$ cat config.mk
export PLATFORM = sky130hd
export DESIGN_NAME = fwd_hazard_unit
export DESIGN_NICKNAME = d
export VERILOG_FILES = /design/src/rtl/fwd_hazard_unit.sv
export SDC_FILE = /design/constraint.sdc
export NUM_CORES = 1
export LEC_CHECK = 0
export CAP_MARGIN = 20
export CORE_MARGIN = 2
export CORE_UTILIZATION = 50
export DETAILED_ROUTE_END_ITERATION = 6
export GPL_TIMING_DRIVEN = 1
export PLACE_DENSITY = 0.87
export SETUP_SLACK_MARGIN = 0.05
export SLEW_MARGIN = 20
export SYNTH_ARGS = -nofsm -noshare
export SYNTH_HDL_FRONTEND = slang
export SYNTH_SLANG_ARGS = --single-unit
export TNS_END_PERCENT = 20
$ cat constraint.sdc
create_clock -name clk -period 5.7 [get_ports clk]
set_input_delay 0.57 -clock clk [delete_from_list [all_inputs] [get_ports clk]]
set_output_delay 0.57 -clock clk [all_outputs]
set_load 0.005 [all_outputs]
$ cat src/rtl/fwd_hazard_unit.sv
// Forwarding and load-use hazard controller for a 5-stage pipeline.
// Tracks EX/MEM/WB producers, stalls on load-use, and registers the EX operand mux selects.
module fwd_hazard_unit #(
  parameter int REG_AW = 5,
  parameter int CNT_W  = 16
) (
  input  logic              clk,
  input  logic              rst,
  input  logic              id_valid,
  input  logic [REG_AW-1:0] id_rs1,
  input  logic [REG_AW-1:0] id_rs2,
  input  logic              id_rs1_used,
  input  logic              id_rs2_used,
  input  logic [REG_AW-1:0] id_rd,
  input  logic              id_reg_write,
  input  logic              id_mem_read,
  input  logic              flush,
  output logic              stall_out,
  output logic [1:0]        fwd_a_sel,
  output logic [1:0]        fwd_b_sel,
  output logic [CNT_W-1:0]  stall_count
);

  typedef struct packed {
    logic              valid;
    logic [REG_AW-1:0] rd;
    logic              reg_write;
    logic              mem_read;
  } entry_t;

  localparam int NSTG = 3;
  localparam int EX   = 0;
  localparam int MEM  = 1;

  localparam logic [1:0] SEL_IDEX  = 2'd0;
  localparam logic [1:0] SEL_MEMWB = 2'd1;
  localparam logic [1:0] SEL_EXMEM = 2'd2;

  // Index 0 = EX, 1 = MEM, 2 = WB
  entry_t           stage_q [NSTG];
  entry_t           ex_in_d;
  logic             bubble_d;
  logic [1:0]       fwd_a_sel_q, fwd_a_sel_d;
  logic [1:0]       fwd_b_sel_q, fwd_b_sel_d;
  logic [CNT_W-1:0] stall_count_q, stall_count_d;

  function automatic logic match(input entry_t e, input logic [REG_AW-1:0] rs, input logic used);
    return e.valid && e.reg_write && (e.rd == rs) && (rs != '0) && used;
  endfunction

  // Youngest producer wins; a load in EX cannot forward, it is handled by the stall instead.
  function automatic logic [1:0] next_sel(input entry_t ex_e, input entry_t mem_e,
                                          input logic [REG_AW-1:0] rs, input logic used);
    if (match(ex_e, rs, used) && !ex_e.mem_read) return SEL_EXMEM;
    else if (match(mem_e, rs, used))             return SEL_MEMWB;
    else                                         return SEL_IDEX;
  endfunction

  always_comb begin
    stall_out = id_valid && !flush && stage_q[EX].mem_read &&
                (match(stage_q[EX], id_rs1, id_rs1_used) ||
                 match(stage_q[EX], id_rs2, id_rs2_used));
    bubble_d  = stall_out || flush || !id_valid;

    ex_in_d = '0;
    if (!bubble_d) begin
      ex_in_d.valid     = 1'b1;
      ex_in_d.rd        = id_rd;
      ex_in_d.reg_write = id_reg_write;
      ex_in_d.mem_read  = id_mem_read;
    end

    fwd_a_sel_d = SEL_IDEX;
    fwd_b_sel_d = SEL_IDEX;
    if (!bubble_d) begin
      fwd_a_sel_d = next_sel(stage_q[EX], stage_q[MEM], id_rs1, id_rs1_used);
      fwd_b_sel_d = next_sel(stage_q[EX], stage_q[MEM], id_rs2, id_rs2_used);
    end

    stall_count_d = stall_count_q;
    if (stall_out && (stall_count_q != {CNT_W{1'b1}}))
      stall_count_d = stall_count_q + CNT_W'(1);
  end

  generate
    for (genvar gi = 0; gi < NSTG; gi++) begin : g_stage
      if (gi == 0) begin : g_ex
        always_ff @(posedge clk) begin
          if (rst) stage_q[gi] <= '0;
          else     stage_q[gi] <= ex_in_d;
        end
      end else begin : g_shift
        always_ff @(posedge clk) begin
          if (rst) stage_q[gi] <= '0;
          else     stage_q[gi] <= stage_q[gi-1];
        end
      end
    end
  endgenerate

  always_ff @(posedge clk) begin
    if (rst) begin
      fwd_a_sel_q   <= SEL_IDEX;
      fwd_b_sel_q   <= SEL_IDEX;
      stall_count_q <= '0;
    end else begin
      fwd_a_sel_q   <= fwd_a_sel_d;
      fwd_b_sel_q   <= fwd_b_sel_d;
      stall_count_q <= stall_count_d;
    end
  end

  assign fwd_a_sel   = fwd_a_sel_q;
  assign fwd_b_sel   = fwd_b_sel_q;
  assign stall_count = stall_count_q;

endmodule

==> metrics.md, run 1 <==
| Metric | Value |
|---|---|
| Fin. Hold Viols | 0 |
| Post-route DRC | 0 |
| Syn. warnings | 0 |
| Initial antenna violation count | 0 |
| Crit path max fanout | 11 |
| CP endpoint kind | primary output |
| Min-delay src | stage_q[0][1] |
| Post-CTS Setup Bufs | 0 |
| Syn avg cell area | approximately 9.2 um^2 |
| RSZ-0062 raised after global routing | false |
| CTS tree | done |
| Post-synthesis instance area | between 0.0015 and 0.002 mm^2 |
| Tmin final | around 3.3 ns |
| Period utilization | 0.571 |
| Most used cell, CP | clkdlybuf4s50_1 |
| Setup-failing EPs final | 0 |
| CTS Buf Count | 5 |
| Transition time of the tightest slew-check pin | approximately 0.93 ns |
| H-tree levels | 2 |
| Utilization after layout | 0.700 |
| Worst hold path type | reg -> reg |
| Async S/R FF share, synth | 0 |
| Data arrival, critical path | 2.69 ns |
| DR pass1 iterations | 4 |
| Share of layout cells above drive strength 1 | 0.0727 |
| Antenna viol nets, final | 0 |
| Achievable Freq | between 300 and 400 MHz |
| Max-Cap Viols | 0 |
| Area grow syn2layout | 33.8% |
| Slowest-stage cell, CP | clkdlybuf4s50_1 |
| Kind of start point of the critical path | input port |
| Final WL | ~3400 um |
| Clock sink count | 35 |
| FF-to-FF Start | stall_count[0] |
| WHS Path Cells | 1 |
| Top FF cell, synth | dfxtp_1 |
| Worst Hold End | stage_q[1][1] |
| CP Data Required Time | between 5 and 6 ns |
| RR Endpoint | stall_count[1] |
| Max stage delay on crit path | 0.55 ns |
| Post-synth EDFFs | 0 |
| 1st-iter DRT viols | 80 |
| Avg WL per Cell | ~13 um |
| DIE AREA | around 0.0037 mm^2 |
| Remaining global-route overflow | 0 |
| Root Driver | clkbuf_4 |
| Commonest cells after routing, fill and taps aside | clkdlybuf4s50_1, dfxtp_1, xnor2_1 |
| FF+latch count, synth | 35 |
| Worst-skew pair later-pin latency | around 0.34 ns |
| Die Wd | 60.5 um |
| Clk_skew | roughly 0.0099 ns |
| Max rail drop VDD | between 100 and 150 uV |
| Vias per cell | between 5 and 6 |
| Die Y | roughly 61 um |
| Top Ports | 44 |
| Vias in the first global route | 1,280 |
| R2r setup slk | 3.33 ns |
| Top Family by Delay on Critical Path | buffers and inverters |
| Initial Utilization | 0.523 |
| Clk slew on worst S/H paths | 0.11 ns |
| Buf/Inv on CP | 3 |
| Detailed placement HPWL | around 2500 um |
| Reg2Reg Depth | 7 |
| # diodes | 0 |
| Unique masters post-synth | 37 |
| Run status | completed |
| Synth Instances | approximately 170 |
| Routability cong. | 0.895 |
| First-pass GRT wire length | 5680 um |
| PD cells | around 210 mW/mm^2 |
| Net count, final | roughly 240 |
| Commonest non-fill, non-tap cell in the layout | clkdlybuf4s50_1 |
| Port Buffer Count | 43 |
| Core Area | between 0.003 and 0.004 mm^2 |
| Routed via count | around 1,400 |
| Rel. slew slack | 0.377 |
| Post-CTS sizing | 0 |
| Cell Rows | 20 |
| Worst-path cell chain | clkdlybuf4s50_1 > xnor2_1 > nand4_1 > or3_4 > a21o_4 > inv_2 > clkdlybuf4s50_1 |
| Largest net degree at the start of global routing | 26 |
| Syn nets | roughly 200 |
| Cts hold-fix bufs | 0 |
| Leakage | 0.686 nW |
| Critical path type | in -> out |
| CTS Buffer Depth | 2 |
| Slew Viols, Final | 0 |
| Sequential element share of the synthesized area | 0.439 |
| Setup TNS | 0 ns |
| Total GRT Usage | 0.213 |
cells in the mapped netlist (2+ instances only):
cell type  number  area, um^2
o31ai_1         2        15.0
or4_1           5        37.5
or3_1           8        50.1
nor2b_1         8        50.1
nor3_1          6        30.0
clkbuf_1        4        15.0
and3_1          2        12.5
inv_1           3        11.3
o21ai_2         2        17.5
and2_1          7        43.8
nand3_1        10        50.1
xnor2_1        17         149
nor2_1          5        18.8
nor4_1          3        18.8
a21oi_1        10        50.1
o21ai_0         9        45.0
nand2_1         7        26.3
xor2_1          5        43.8
nand4_1         5        31.3
dfxtp_1        35         701
or3_4           2        22.5
a21o_1          2        15.0
a211oi_1        2        15.0
state kept, by name, indices dropped and copies added, names as in the netlist:
signal and cells:
stall_count 16, stage_q 15, fwd_a_sel 2, fwd_b_sel 2
layout make-up:
class / count / area [um^2]
clock buffer: 8 / 68.8
fill: 245 / 916
inverter: 5 / 20.0
multi-input combinational: 129 / 862
sequential: 35 / 701
tap: 44 / 55.1
timing repair buffer: 43 / 430
stage by stage:
step	std cells	hold slack (ns)	total power, mW	area [um^2]	setup slack [ns]
6_report	264	0.482	0.441	2140	2.44
5_1_grt	264	0.510	0.458	2140	2.38
4_1_cts	264	0.487	0.442	2140	2.47
3_5_place_dp	256	0.472	0.291	2070	2.47
3_3_place_gp	256	0.460	0.290	2070	2.50
2_1_floorplan	173	0.430	0.269	1600	3.40
routing by layer:
metal | global-route usage | routed length (um) | vias up
met5 | 0 | 0 | -
met4 | 0.109 | 65 | 0
met3 | 0.0768 | 170 | 6
met2 | 0.314 | 1520 | 37
met1 | 0.275 | 1630 | 653
li1 | - | - | 713
power by group:
group | switching, mW | internal [mW] | leakage, nW
Clock | 0.0831 | 0.0726 | 0.0386
Sequential | 0.00242 | 0.247 | 0.283
Combinational | 0.0136 | 0.0221 | 0.365
worst max-delay path by stage:
stage,startpoint,endpoint,cells after the start
2_1_floorplan,id_rs1[1],stage_q[0][0],8
3_3_place_gp,id_rs2[1],stall_out,7
3_5_place_dp,id_rs2[2],stall_out,7
4_1_cts,id_rs2[2],stall_out,7
5_1_grt,id_rs2[2],stall_out,7
6_report,id_rs2[2],stall_out,7
kinds of logic after synthesis:
kind of cell / count (synthesis) / share of synthesized area
adder cells (fa/ha/maj): 1 / 0.00783
AND/OR/NAND/NOR: 71 / 0.264
flip-flops: 35 / 0.439
XOR/XNOR: 22 / 0.121
multiplexers: 2 / 0.0133
AO/OA/AOI/OAI: 33 / 0.134
buffers and inverters: 9 / 0.0219
worst register-to-register path: stages (launching register included):
cell and delay (ns):
dfxtp_1 0.48, ha_1 0.30, nand4_1 0.12, nor3_1 0.51, a21o_1 0.22, a21o_1 0.33, mux2i_1 0.23, nor2_1 0.05
(Power assumes the default switching activity.)
==> run 2: changes to the inputs <==
--- a/config.mk
+++ b/config.mk
@@ -7,10 +7,10 @@
 export LEC_CHECK = 0
 export CAP_MARGIN = 20
 export CORE_MARGIN = 2
-export CORE_UTILIZATION = 50
+export CORE_UTILIZATION = 43
 export DETAILED_ROUTE_END_ITERATION = 6
 export GPL_TIMING_DRIVEN = 1
-export PLACE_DENSITY = 0.87
+export PLACE_DENSITY = 0.8
 export SETUP_SLACK_MARGIN = 0.05
 export SLEW_MARGIN = 20
 export SYNTH_ARGS = -nofsm -noshare
==> constraint.sdc (replaced) <==
create_clock -name clk -period 2.7 [get_ports clk]
set_input_delay 0.27 -clock clk [delete_from_list [all_inputs] [get_ports clk]]
set_output_delay 0.27 -clock clk [all_outputs]
set_load 0.005 [all_outputs]
==> run 2 against run 1 <==
Net effect: sequential share of layout area fell by 0.95 points; total power rose by 130%; clock skew fell by 0.0076 ns; worst setup slack got worse by 2.3 ns; clock power rose to 2.5 times the previous value; register-to-register slack got worse by 2.8 ns; clock-buffer cell count fell by 3; combinational power rose by 110%; flip-flop and latch count did not move; utilization fell by 9.0 points; hold slack improved by 0.0027 ns; design area rose by 3.0%; highest routed layer unchanged.
==> metrics.md, run 2 (synthesized netlist as in run 1, its figures left out) <==
| Metric | Value |
|---|---|
| Run status | completed |
| CTS Buf Count | 5 |
| Reg2Reg Depth | 7 |
| H-tree levels | 2 |
| Post-route cell area | approximately 0.0022 mm^2 |
| Top Ports | 44 |
| Sequential Power Share | 0.527 |
| Commonest non-fill, non-tap cell in the layout | clkdlybuf4s50_1 |
| Max rail drop VDD | 276 uV |
| DIE AREA | 0.00422 mm^2 |
| Clk slew on worst S/H paths | about 0.080 ns |
| Multi-input combinational cell area | around 860 um^2 |
| Crit path max fanout | 5 |
| CTS tree | done |
| Final worst slack | roughly 0.11 ns |
| Kind of start point of the critical path | input port |
| Commonest cells after routing, fill and taps aside | clkdlybuf4s50_1, dfxtp_1, xnor2_1 |
| WHS Path Cells | 2 |
| Net Sw Power | 245 uW |
| Share of layout cells above drive strength 1 | 0.0938 |
| Worst slack at placement | ~0.056 ns |
| Clock Power Share | 0.397 |
| Detailed placement HPWL | approximately 2500 um |
| Final WL | between 3000 and 4000 um |
| Max-Cap Viols | 0 |
| Post-CTS Setup Bufs | 0 |
| Transition time of the tightest slew-check pin | slightly above 0.3 ns |
| Net count, final | between 200 and 250 |
| Die Y | between 60 and 70 um |
| Post-route DRC | 0 |
| PD cells | 453 mW/mm^2 |
| Slew Viols, Final | 0 |
| Root Driver | clkbuf_8 |
| Routed via count | between 1,000 and 1,500 |
| Achievable Freq | between 300 and 400 MHz |
| Post-DP Area | about 0.0021 mm^2 |
| Largest net degree at the start of global routing | 25 |
| Vias in the first global route | ~1,200 |
| Total GRT Usage | 0.175 |
| Vias per cell | just over 5 |
| First-pass GRT wire length | 5660 um |
| DR pass1 iterations | 4 |
| Total chip power | roughly 1000 uW |
| CP endpoint kind | primary output |
| Sw Ratio | 0.245 |
| Internal | 753 uW |
| Fin. Hold Viols | 0 |
| Antenna viol nets, final | 0 |
| Cell Rows | 22 |
| Routability cong. | 0.843 |
| Avg WL per Cell | 12.4 um |
| Clk_skew | between 0.002 and 0.0025 ns |
| Setup-failing EPs final | 0 |
| Worst-skew pair later-pin latency | 0.29 ns |
| Filler cell count | roughly 310 |
| Initial Utilization | 0.443 |
| Worst hold path type | reg -> reg |
| 1st-iter DRT viols | a little under 90 |
| Tmin final | around 2.6 ns |
| Area grow syn2layout | 37.7% |
| Setup TNS | 0 ns |
| CP Data Required Time | roughly 2.4 ns |
| Remaining global-route overflow | 0 |
| Leakage | approximately 0.73 nW |
| Sequential cell area | 701 um^2 |
| Clock sink count | 35 |
| Power share of the combinational group | 0.076 |
| Port Buffer Count | 43 |
| Rel. slew slack | 0.795 |
| CTS Buffer Depth | 2 |
| RSZ-0062 raised after global routing | false |
| Max reg flops | 16 |
| Initial antenna violation count | 0 |
| Period utilization | 0.958 |
| Core Area | between 0.003 and 0.004 mm^2 |
| Critical path type | in -> out |
| R2r setup slk | between 0.5 and 0.6 ns |
| # diodes | 0 |
| Die Wd | 65.0 um |
| Data arrival, critical path | around 2.3 ns |
-- run 2: cell types whose count changed in the layout (fill, tap and decap cells not counted) --
| cell | before | now |
|---|---|---|
| clkbuf_1 | 1 | 0 |
| buf_4 | 0 | 4 |
| dlymetal6s2s_1 | 0 | 2 |
| clkbuf_8 | 2 | 5 |
| clkdlybuf4s50_1 | 43 | 41 |
| inv_6 | 0 | 1 |
| clkbuf_4 | 5 | 0 |
| clkinvlp_4 | 0 | 2 |
-- run 2: timing repair --
action,4_1_cts,5_1_grt
endpoints found under the setup margin,0,1
resized for setup,0,2
hold buffers,0,0
-- run 2: cell type report --
| class | count | area share |
|---|---|---|
| clock inverter | 3 | 0.0108 |
| clock buffer | 5 | 0.0313 |
| timing repair buffer | 47 | 0.211 |
| multi-input combinational | 129 | 0.392 |
| tap | 48 | 0.0273 |
| sequential | 35 | 0.318 |
| inverter | 5 | 0.00910 |
-- run 2: power by group through the flow --
stage	clock, mW	sequential [mW]	combinational (mW)
final	0.396	0.526	0.0753
after global routing	0.425	0.527	0.0821
after CTS	0.400	0.526	0.0765
after detailed placement	0	0.538	0.0762
after global placement	0	0.538	0.0753
after floorplan	0	0.537	0.0313
-- run 2: critical path, cell delays in order --
cell	delay (ns)
clkdlybuf4s50_1	0.53
xnor2_1	0.14
nand4_1	0.13
or3_4	0.42
a21o_4	0.22
inv_2	0.08
clkdlybuf4s50_1	0.53
-- run 2: final timing paths --
| path | endpoint | startpoint |
|---|---|---|
| setup / recovery | stall_out | id_rs2[1] |
| hold / removal | fwd_a_sel[0] | stage_q[1][1] |
| setup reg to reg | stall_count[13] | stage_q[0][4] |
| hold reg to reg | fwd_a_sel[0] | stage_q[1][1] |
-- run 2: through the flow --
stage | std cells | hold slack [ns] | utilization
global route | 272 | 0.509 | 0.610
detailed placement | 264 | 0.471 | 0.583
finish | 272 | 0.485 | 0.610
global placement | 264 | 0.459 | 0.583
floorplan | 173 | 0.342 | -
CTS | 272 | 0.482 | 0.609
-- run 2: layer usage --
layer  global-route usage  vias up  part of all wire
li1                     -      719                 -
met1                0.228      624              0.49
met2                0.271       36              0.45
met3               0.0417        7             0.048
met4               0.0878        0             0.015
met5                    0        -                 0
